## src/rtl/irq_seq_pkg.sv

```systemverilog
// Shared definitions for the CPU-side interrupt sequencer: FSM states,
// controller register addresses and reset values.
package irq_seq_pkg;

    typedef enum logic [2:0] {
        ST_IDLE = 3'd0,
        ST_ACK  = 3'd1,
        ST_JUMP = 3'd2,
        ST_EOI  = 3'd3,
        ST_RET  = 3'd4
    } state_e;

    localparam logic [4:0] VIC_ADDR_STATUS = 5'b00000;
    localparam logic [4:0] VIC_ADDR_EOI    = 5'b00001;
    localparam logic [4:0] VIC_ADDR_ENABLE = 5'b00010;

    localparam state_e RST_STATE = ST_IDLE;
    localparam logic   RST_IE    = 1'b0;

    function automatic int clog2_min1(input int n);
        return (n > 1) ? $clog2(n) : 1;
    endfunction

endpackage

```

## src/rtl/irq_seq_stack.sv

```systemverilog
// Context LIFO for the interrupt sequencer: {PC, flags, IE} entries.
// Push when full and pop when empty are dropped silently.
module irq_seq_stack
    import irq_seq_pkg::*;
#(
    parameter int DEPTH = 4,
    parameter int DW    = 21,
    parameter int CW    = $clog2(DEPTH + 1)
) (
    input  logic          clk_i,
    input  logic          rstn_i,
    input  logic          push_i,
    input  logic          pop_i,
    input  logic [DW-1:0] data_i,
    output logic [DW-1:0] top_o,
    output logic          full_o,
    output logic          empty_o
);

    localparam int IW    = clog2_min1(DEPTH);
    localparam int SLOTS = 1 << IW;

    logic [DW-1:0] mem_q [SLOTS];
    logic [CW-1:0] cnt_q;

    assign full_o  = (cnt_q == CW'(DEPTH));
    assign empty_o = (cnt_q == '0);

    always_ff @(posedge clk_i or negedge rstn_i) begin
        if (!rstn_i) begin
            cnt_q <= '0;
        end else if (push_i && !full_o) begin
            cnt_q <= cnt_q + CW'(1);
        end else if (pop_i && !empty_o) begin
            cnt_q <= cnt_q - CW'(1);
        end
    end

    // Storage carries no reset; the counter alone defines which entries are live.
    always_ff @(posedge clk_i) begin
        if (push_i && !full_o) begin
            mem_q[IW'(cnt_q)] <= data_i;
        end
    end

    assign top_o = empty_o ? '0 : mem_q[IW'(cnt_q - CW'(1))];

endmodule

```

## src/rtl/irq_seq.sv

```systemverilog
// CPU-side interrupt sequencer: ack, vector redirect, context save/restore, EOI.
// Nesting is enabled by defining IRQ_SEQ_NEST_EN; otherwise depth is 1 and IE is auto-managed.
module irq_seq
    import irq_seq_pkg::*;
#(
    parameter int NEST_DEPTH  = 4,
    parameter int FLAG_W      = 4,
    parameter int ACK_HOLDOFF = 3
) (
    input  logic              clk_i,
    input  logic              rstn_i,
    input  logic              irq_i,
    input  logic [15:0]       irqaddr_i,
    output logic              irqack_o,
    input  logic              boundary_i,
    input  logic [15:0]       pc_i,
    input  logic [FLAG_W-1:0] flags_i,
    input  logic              reti_i,
    input  logic              ie_set_i,
    input  logic              ie_clr_i,
    output logic              stall_o,
    output logic              redirect_o,
    output logic [15:0]       redirect_pc_o,
    output logic              restore_flags_o,
    output logic [FLAG_W-1:0] flags_o,
    output logic              ie_o,
    output logic              vic_sel_o,
    output logic              vic_write_o,
    output logic [4:0]        vic_addr_o,
    output logic [15:0]       vic_data_o,
    output logic              err_o
);

`ifdef IRQ_SEQ_NEST_EN
    localparam int DEPTH = NEST_DEPTH;
`else
    localparam int DEPTH = 1;
`endif
    localparam int DW = 16 + FLAG_W + 1;
    localparam int HW = (ACK_HOLDOFF > 0) ? $clog2(ACK_HOLDOFF + 1) : 1;

    state_e            state_q, state_d;
    logic [15:0]       vec_q, vec_d;
    logic [HW-1:0]     hold_q, hold_d;
    logic              ie_q, ie_d;
    logic              err_q, err_d;
    logic              push, pop, full, empty;
    logic [DW-1:0]     top;
    logic [15:0]       pop_pc;
    logic [FLAG_W-1:0] pop_flags;
    logic              pop_ie;

    irq_seq_stack #(.DEPTH(DEPTH), .DW(DW)) u_stack (
        .clk_i   (clk_i),
        .rstn_i  (rstn_i),
        .push_i  (push),
        .pop_i   (pop),
        .data_i  ({pc_i, flags_i, ie_q}),
        .top_o   (top),
        .full_o  (full),
        .empty_o (empty)
    );

    assign pop_pc    = top[DW-1 -: 16];
    assign pop_flags = top[FLAG_W:1];
    assign pop_ie    = top[0];

`ifdef IRQ_SEQ_NEST_EN
    logic unused_pop_ie;
    assign unused_pop_ie = pop_ie;
`endif

    always_ff @(posedge clk_i or negedge rstn_i) begin
        if (!rstn_i) begin
            state_q <= RST_STATE;
            vec_q   <= '0;
            hold_q  <= '0;
            ie_q    <= RST_IE;
            err_q   <= 1'b0;
        end else begin
            state_q <= state_d;
            vec_q   <= vec_d;
            hold_q  <= hold_d;
            ie_q    <= ie_d;
            err_q   <= err_d;
        end
    end

    always_comb begin
        state_d         = state_q;
        vec_d           = vec_q;
        hold_d          = (hold_q != '0) ? hold_q - HW'(1) : hold_q;
        ie_d            = ie_clr_i ? 1'b0 : (ie_set_i ? 1'b1 : ie_q);
        err_d           = 1'b0;
        push            = 1'b0;
        pop             = 1'b0;
        irqack_o        = 1'b0;
        stall_o         = 1'b0;
        redirect_o      = 1'b0;
        redirect_pc_o   = '0;
        restore_flags_o = 1'b0;
        flags_o         = '0;
        vic_sel_o       = 1'b0;
        vic_write_o     = 1'b0;
        vic_addr_o      = '0;
        unique case (state_q)
            ST_IDLE: begin
                // RETI takes precedence over a simultaneously takeable request.
                if (boundary_i && reti_i) begin
                    if (!empty) state_d = ST_EOI;
                    else        err_d   = 1'b1;
                end else if (irq_i && ie_q && boundary_i && hold_q == '0 && !full) begin
                    push    = 1'b1;
                    state_d = ST_ACK;
                end
            end
            ST_ACK: begin
                irqack_o = 1'b1;
                stall_o  = 1'b1;
                vec_d    = irqaddr_i;
                hold_d   = HW'(ACK_HOLDOFF);
`ifndef IRQ_SEQ_NEST_EN
                ie_d     = 1'b0;
`endif
                state_d  = ST_JUMP;
            end
            ST_JUMP: begin
                redirect_o    = 1'b1;
                redirect_pc_o = vec_q;
                stall_o       = 1'b1;
                state_d       = ST_IDLE;
            end
            ST_EOI: begin
                vic_sel_o   = 1'b1;
                vic_write_o = 1'b1;
                vic_addr_o  = VIC_ADDR_EOI;
                stall_o     = 1'b1;
                hold_d      = HW'(ACK_HOLDOFF);
                state_d     = ST_RET;
            end
            ST_RET: begin
                pop             = 1'b1;
                redirect_o      = 1'b1;
                redirect_pc_o   = pop_pc;
                restore_flags_o = 1'b1;
                flags_o         = pop_flags;
                stall_o         = 1'b1;
`ifndef IRQ_SEQ_NEST_EN
                ie_d            = pop_ie;
`endif
                state_d         = ST_IDLE;
            end
            default: state_d = ST_IDLE;
        endcase
    end

    assign ie_o       = ie_q;
    assign err_o      = err_q;
    assign vic_data_o = '0;

endmodule

```

## config.mk

```make
export PLATFORM = sky130hd
export DESIGN_NAME = irq_seq
export DESIGN_NICKNAME = d
export VERILOG_FILES = /design/src/rtl/irq_seq_pkg.sv /design/src/rtl/irq_seq_stack.sv /design/src/rtl/irq_seq.sv
export SDC_FILE = /design/constraint.sdc
export NUM_CORES = 1
export LEC_CHECK = 0
export CORE_ASPECT_RATIO = 0.6
export CORE_MARGIN = 3
export CORE_UTILIZATION = 35
export CTS_BUF_LIST = sky130_fd_sc_hd__clkbuf_8 sky130_fd_sc_hd__clkbuf_16
export DETAILED_ROUTE_END_ITERATION = 6
export HOLD_SLACK_MARGIN = 0.05
export PLACE_DENSITY = 0.69
export SLEW_MARGIN = 15
export SYNTH_ARGS = -nofsm -noshare
export SYNTH_HDL_FRONTEND = slang
export SYNTH_SLANG_ARGS = --single-unit
```

## constraint.sdc

```tcl
create_clock -name clk_i -period 3.8 [get_ports clk_i]
set_input_delay 0.95 -clock clk_i [delete_from_list [all_inputs] [get_ports clk_i]]
set_output_delay 0.95 -clock clk_i [all_outputs]
set_load 0.01 [all_outputs]
```

Word-level counts from Yosys, hierarchy flattened
Memories as Yosys holds them, arrays and structs flattened.
Index checks and enable logic that the tools add are counted.

operators by class
  add/subtract/negate cells = 3
  equal/unequal tests = 6
  muxes and demuxes = 28
  reductions and logical operators = 18

operator list
  cell                                                   number
  case mux 16 bit (2 select lines)                       1
  two-way mux 21 bit                                     1
  two-way mux 1 bit                                      18
  two-way mux 3 bit                                      3
  case mux 3 bit (3 select lines)                        1
  logical AND 1 bit                                      7
  equality test 3 x 2 -> 1 bit, second input constant    2
  nonzero test 2 bit                                     3
  two-way mux 2 bit                                      2
  two-way mux 4 bit                                      1
  nonzero test 4 bit                                     1
  OR reduction 2 bit                                     2
  OR reduction 4 bit                                     1
  equality test 3 x 1 -> 1 bit, second input constant    1
  equality test 3 bit, second input constant             1
  zero test 3 bit                                        1
  inequality test 3 x 2 -> 1 bit, second input constant  1
  inequality test 3 bit, second input constant           1
  zero test 2 bit                                        1
  case mux 1 bit (2 select lines)                        1
  AND reduction 2 bit                                    1
  subtractor 2 x 1 -> 2 bit, second input constant       1
  adder 1 bit, second input constant                     1
  zero test 1 bit                                        1
  subtractor 1 bit, second input constant                1

storage, ports and cells
  register bits = 24
  bits in writable memories = 42
  bits of input ports = 43
  memories = 1

memory list
  name           depth  width  read ports  clocked after Yosys merged registers in  wr ports  RTL line             source
  u_stack.mem_q  2      21     1           0                                        1         irq_seq_stack.sv:23  logic [DW-1:0] mem_q [SLOTS];

Logic depth before layout (Yosys ltp)
  word-level depth = 10
  mapped depth = 5

Cells and area by module
A second synthesis with hierarchy kept.

unflattened totals
  cells, all modules = 163
  area total of the unflattened synthesis = 2142.1 µm²

by module, submodules not included
  module         times used  cells each  area an instance (µm²)  seq. area each (µm²)
  irq_seq        1           115         1322.5                  575.6
  irq_seq_stack  1           48          819.5                   655.6

Worst setup path before layout
OpenSTA, ideal clock, no wires.

  path type = in2reg
  start = input reti_i
  end = memory u_stack.mem_q[0][0] (enable)
  arrival time = 3220 ps
  path slack = 128 ps
  cell stages on the path = 2
  buffers on the path = 0
  cell sequence = nand4b_1 nor4_1

between the ends
  cells in the longest elaborated chain, start to end = 6

ends and longest elaborated chain
  item                                     RTL line             source
  start, declared                          irq_seq.sv:18        input logic reti_i,
  logical AND 1 bit                        irq_seq.sv:109       if (boundary_i && reti_i) begin
  two-way mux 1 bit                        irq_seq.sv:109
  two-way mux 1 bit                        irq_seq.sv:106       unique case (state_q)
  logical AND 1 bit                        irq_seq_stack.sv:41  if (push_i && !full_o) begin
  two-way mux 1 bit                        irq_seq_stack.sv:41
  two-way mux 1 bit (not written as such)  irq_seq_stack.sv:42  mem_q[IW'(cnt_q)] <= data_i;
  end, declared                            irq_seq_stack.sv:23

Every way passes these cells.

Final worst setup path
  start = register state_q[1]
  end = output redirect_pc_o[8]

between the ends
  cells in the longest elaborated chain, start to end = 2
  elaborated cells on any way between the ends = 3
  those cells by class = 2 x eq/ne; 1 x mux

ends and longest elaborated chain
  item                                                                        RTL line        source
  start, declared                                                             irq_seq.sv:42   state_e state_q, state_d;
  start signal, assigned                                                      irq_seq.sv:81   state_q <= state_d;
  equality test 3 bit / equality test 3 x 2 -> 1 bit (equally long branches)  irq_seq.sv:106
  case mux 16 bit (2 select lines) (*)                                        irq_seq.sv:106
  end, declared                                                               irq_seq.sv:23   output logic [15:0] redirect_pc_o,

Every way passes the cells marked *; elsewhere a longest branch is shown, timed or not.

==> run summary <==
=================================================================================
Run status                                                              completed
Maximum fanout count along the critical path                                   12
Congestion Overflow GR                                                          0
Leakage power                                                            1.147 nW
Most frequent cell after synthesis                                          buf_4
Largest area contributor in the netlist                                  edfxtp_1
Capture point of the worst reg-to-reg path                           u_stack.mem_q[0][11]$_DFFE_PP_
Max Clock Skew                                                        0.009955 ns
Post-synth top cells                                                 buf_4 (25), dfrtp_1 (24), edfxtp_1 (21)
Main flop type after synthesis                                            dfrtp_1
Clock tree from TritonCTS                                                   built
Post-synthesis instance total                                                 147
Initial cell density of the core                                           36.77%
Number of fill cells                                                          510
Met1 usage                                                                 18.28%
Capturing element type of the critical path                          primary output
Crit path capture                                                    redirect_pc_o[8]
Area Overhead vs Synth                                                     37.65%
Post-Route WL                                                             4349 um
Area of the mapped netlist                                               2077 um2
Count of cell types in the netlist                                             32
Max Slew Vio Count                                                              0
Largest cells by area after synthesis                                edfxtp_1 (30%), dfrtp_1 (29%), buf_4 (9.0%), a22o_1 (6.7%), mux2_4 (6.5%)
Number of optimization iterations in the first detailed-route pass              4
Detail-routed net length per standard cell                               14.55 um
Standard cell core area                                                  5649 um2
Post-CTS setup buffer count                                                     0
GR peak layer                                                                met2
Worst stage delay on the critical path                                    0.53 ns
Power Total                                                              1.534 mW
Worst Hold Class                                                       reg -> reg
Number of failing hold endpoints at the final stage                             0
Fraction of final layout cells sized beyond drive strength 1               14.61%
Global routing usage on met3                                               4.220%
Clock network power share                                                   22.6%
Proportion of netlist area held by the largest area contributor            30.36%
Maximum vdd drop                                                        0.1766 mV
# diodes                                                                        0
Sink count of the clock tree                                                   45
Net load switching power                                                0.4163 mW
GRT met2 Usage                                                             20.08%
Antenna viol nets, final                                                        0
Share of the cycle needed by the critical path after routing               88.58%
Routed via count                                                             1311
IO Count                                                                       92
Logic gate share of total power                                             31.6%
Die Area                                                                 6925 um2
Setup repair after global routing missed its margin                         false
Internal portion of total power                                          1.118 mW
Total Neg Setup Slack                                                        0 ns
Relative slew slack                                                        63.50%
DRC Markers                                                                     0
Measured slew at the worst slew-check pin                               0.5475 ns
Die extent in x                                                          105.5 um
Tot GR Track Use                                                           13.08%
Worst Path Class, Setup                                                reg -> out
Crit path from                                                       state_q[1]$_DFFE_PN0P_
Max Clk Rate                                                            297.1 MHz
Sequential cell area fraction in the yosys report                          59.28%
Number of buffers created by CTS                                                5
Root buffer cell                                                         clkbuf_8
CTS H-tree lvls                                                                 2
Worst setup SP type                                                      register
Reg2Reg Depth                                                                   5
Initial antenna violation count                                                 0
Hold Crit Start                                                      vec_q[10]$_DFFE_PN0N_
Sum of net half-perimeters after detailed placement                       3192 um
Number of rows in the core area                                                21
Count of max-cap constraint violations                                          0
Net count of the finished layout                                              262
Count of final setup violators                                                  0
Hold Path Depth                                                                 1
Data arrival time of the worst path                                       2.42 ns
Yosys warning count                                                             0
Number of synthesized flops with an enable pin                                 21
# hold bufs at CTS                                                              0
Drt initial violations                                                         18
Wire length of the first global-routing pass                              6982 um
Required @ worst endpoint                                                 2.85 ns
CTS clk-pin slew, worst paths                                             0.08 ns
PD cells                                                             536.5 nW/um2
Vias in the first global route                                               1355
Reg-to-reg critical path startpoint                                  hold_q[0]$_DFFE_PN0P_
Clock latency at the later pin of the worst-skew pair                     0.29 ns
Worst-case clock buffer depth                                                   2
Largest net degree at the start of global routing                              25
Critical-path cell list                                              nor2_1 > and3_1 > buf_4 > a22o_1 > clkdlybuf4s50_1
Average size of a mapped cell                                           14.13 um2
Via density per instance                                                    4.385
Net Sw Frac                                                                27.14%
Min Clock Period, post-route                                             3.366 ns
Proportion of power drawn by flip-flops and latches                         45.8%
Register bit total from synthesis                                              45
Quantity of gates resized following cts                                         0
PortBufs                                                                       71
Die height                                                               65.67 um
Reg-to-reg setup timing slack                                             2.06 ns
Master of the slowest instance on the critical path                  clkdlybuf4s50_1
Async set-reset flop share out of synthesis                                53.33%
Routability-driven placement congestion ratio                              0.8315
=================================================================================
-- critical path, delay by kind of cell, from the launching register on --
family	cells	cell delay (ns)
compound gates	1	0.15
simple gates	2	0.75
buf+inv	2	0.78
flops	1	0.44
-- cell families (layout without fill, tap and decap cells) --
kind of cell    Yosys count  after routing  share of synthesized area, %
buf+inv                  31             84                         11.33
simple gates             28             28                         8.013
compound gates           21             21                         8.494
xor+xnor                  3              3                         1.265
fa+ha+maj                 1              1                        0.6023
mux                      17             17                         10.84
flops                    45             45                         59.28
other cells               1             20                        0.1805
-- stage by stage --
step | cells | hold slack [ns] | instance area (um2) | setup WS (ns) | util [%]
finish | 299 | 0.5141 | 2859 | 0.4341 | 50.61
global route | 299 | 0.5298 | 2859 | 0.2252 | 50.61
CTS | 299 | 0.5188 | 2864 | 0.3891 | 50.70
detailed placement | 291 | 0.4978 | 2756 | 0.7065 | 48.79
global placement | 291 | 0.4910 | 2756 | 0.7877 | 48.79
floorplan | 166 | 0.4810 | 2148 | 0.1279 | -
-- power by group through the flow --
stage | registers (mW) | logic, mW | clock network [mW]
6_report | 0.702 | 0.485 | 0.347
5_1_grt | 0.720 | 0.533 | 0.377
4_1_cts | 0.702 | 0.493 | 0.359
3_5_place_dp | 0.710 | 0.490 | 0
3_3_place_gp | 0.707 | 0.483 | 0
2_1_floorplan | 0.690 | 0.334 | 0
-- worst min path at each step --
stage | end | slack, ns
detailed placement | vec_q[2]$_DFFE_PN0N_ | 0.50
floorplan | vec_q[0]$_DFFE_PN0N_ | 0.48
global route | vec_q[5]$_DFFE_PN0N_ | 0.53
finish | vec_q[10]$_DFFE_PN0N_ | 0.51
global placement | vec_q[7]$_DFFE_PN0N_ | 0.49
CTS | vec_q[4]$_DFFE_PN0N_ | 0.52
-- per-layer routing --
metal	share of wire [%]	wire [um]	vias up
met1	49	2143	630
met3	6.7	293	2
met2	44	1905	52
met5	0	0	-
met4	0.14	6	0
li1	-	-	627
-- sequential cells by signal, indices dropped and copies added (netlist names) --
| signal | cells |
|---|---|
| err_o | 1 |
| hold_q | 2 |
| ie_o | 1 |
| state_q | 3 |
| u_stack.full_o | 1 |
| u_stack.mem_q | 21 |
| vec_q | 16 |
-- cell usage in the layout (no fill, tap or decap), types with 2 or more instances in the layout --
master,synthesis,layout
clkbuf_8,0,5
xnor2_1,2,2
edfxtp_1,21,21
buf_4,25,2
nand2_1,5,5
a22o_1,16,16
mux2_2,8,8
nor2_1,6,6
inv_1,3,4
dfrtp_1,24,24
and4b_1,2,2
mux2_4,9,9
clkdlybuf4s50_1,0,70
a31oi_1,2,2
conb_1,1,20
and2_1,5,5
-- layout make-up --
cell class | count | area (um2) | share of cell area [%]
Inverter | 3 | 11.26 | 0.3939
Sequential cell | 45 | 1231 | 43.06
Clock buffer | 5 | 68.82 | 2.407
Multi-Input combinational cell | 90 | 688.2 | 24.07
Tap cell | 80 | 100.1 | 3.501
Clock inverter | 3 | 38.79 | 1.357
Timing Repair Buffer | 73 | 720.7 | 25.21
Power figures use the tool's default switching activity.
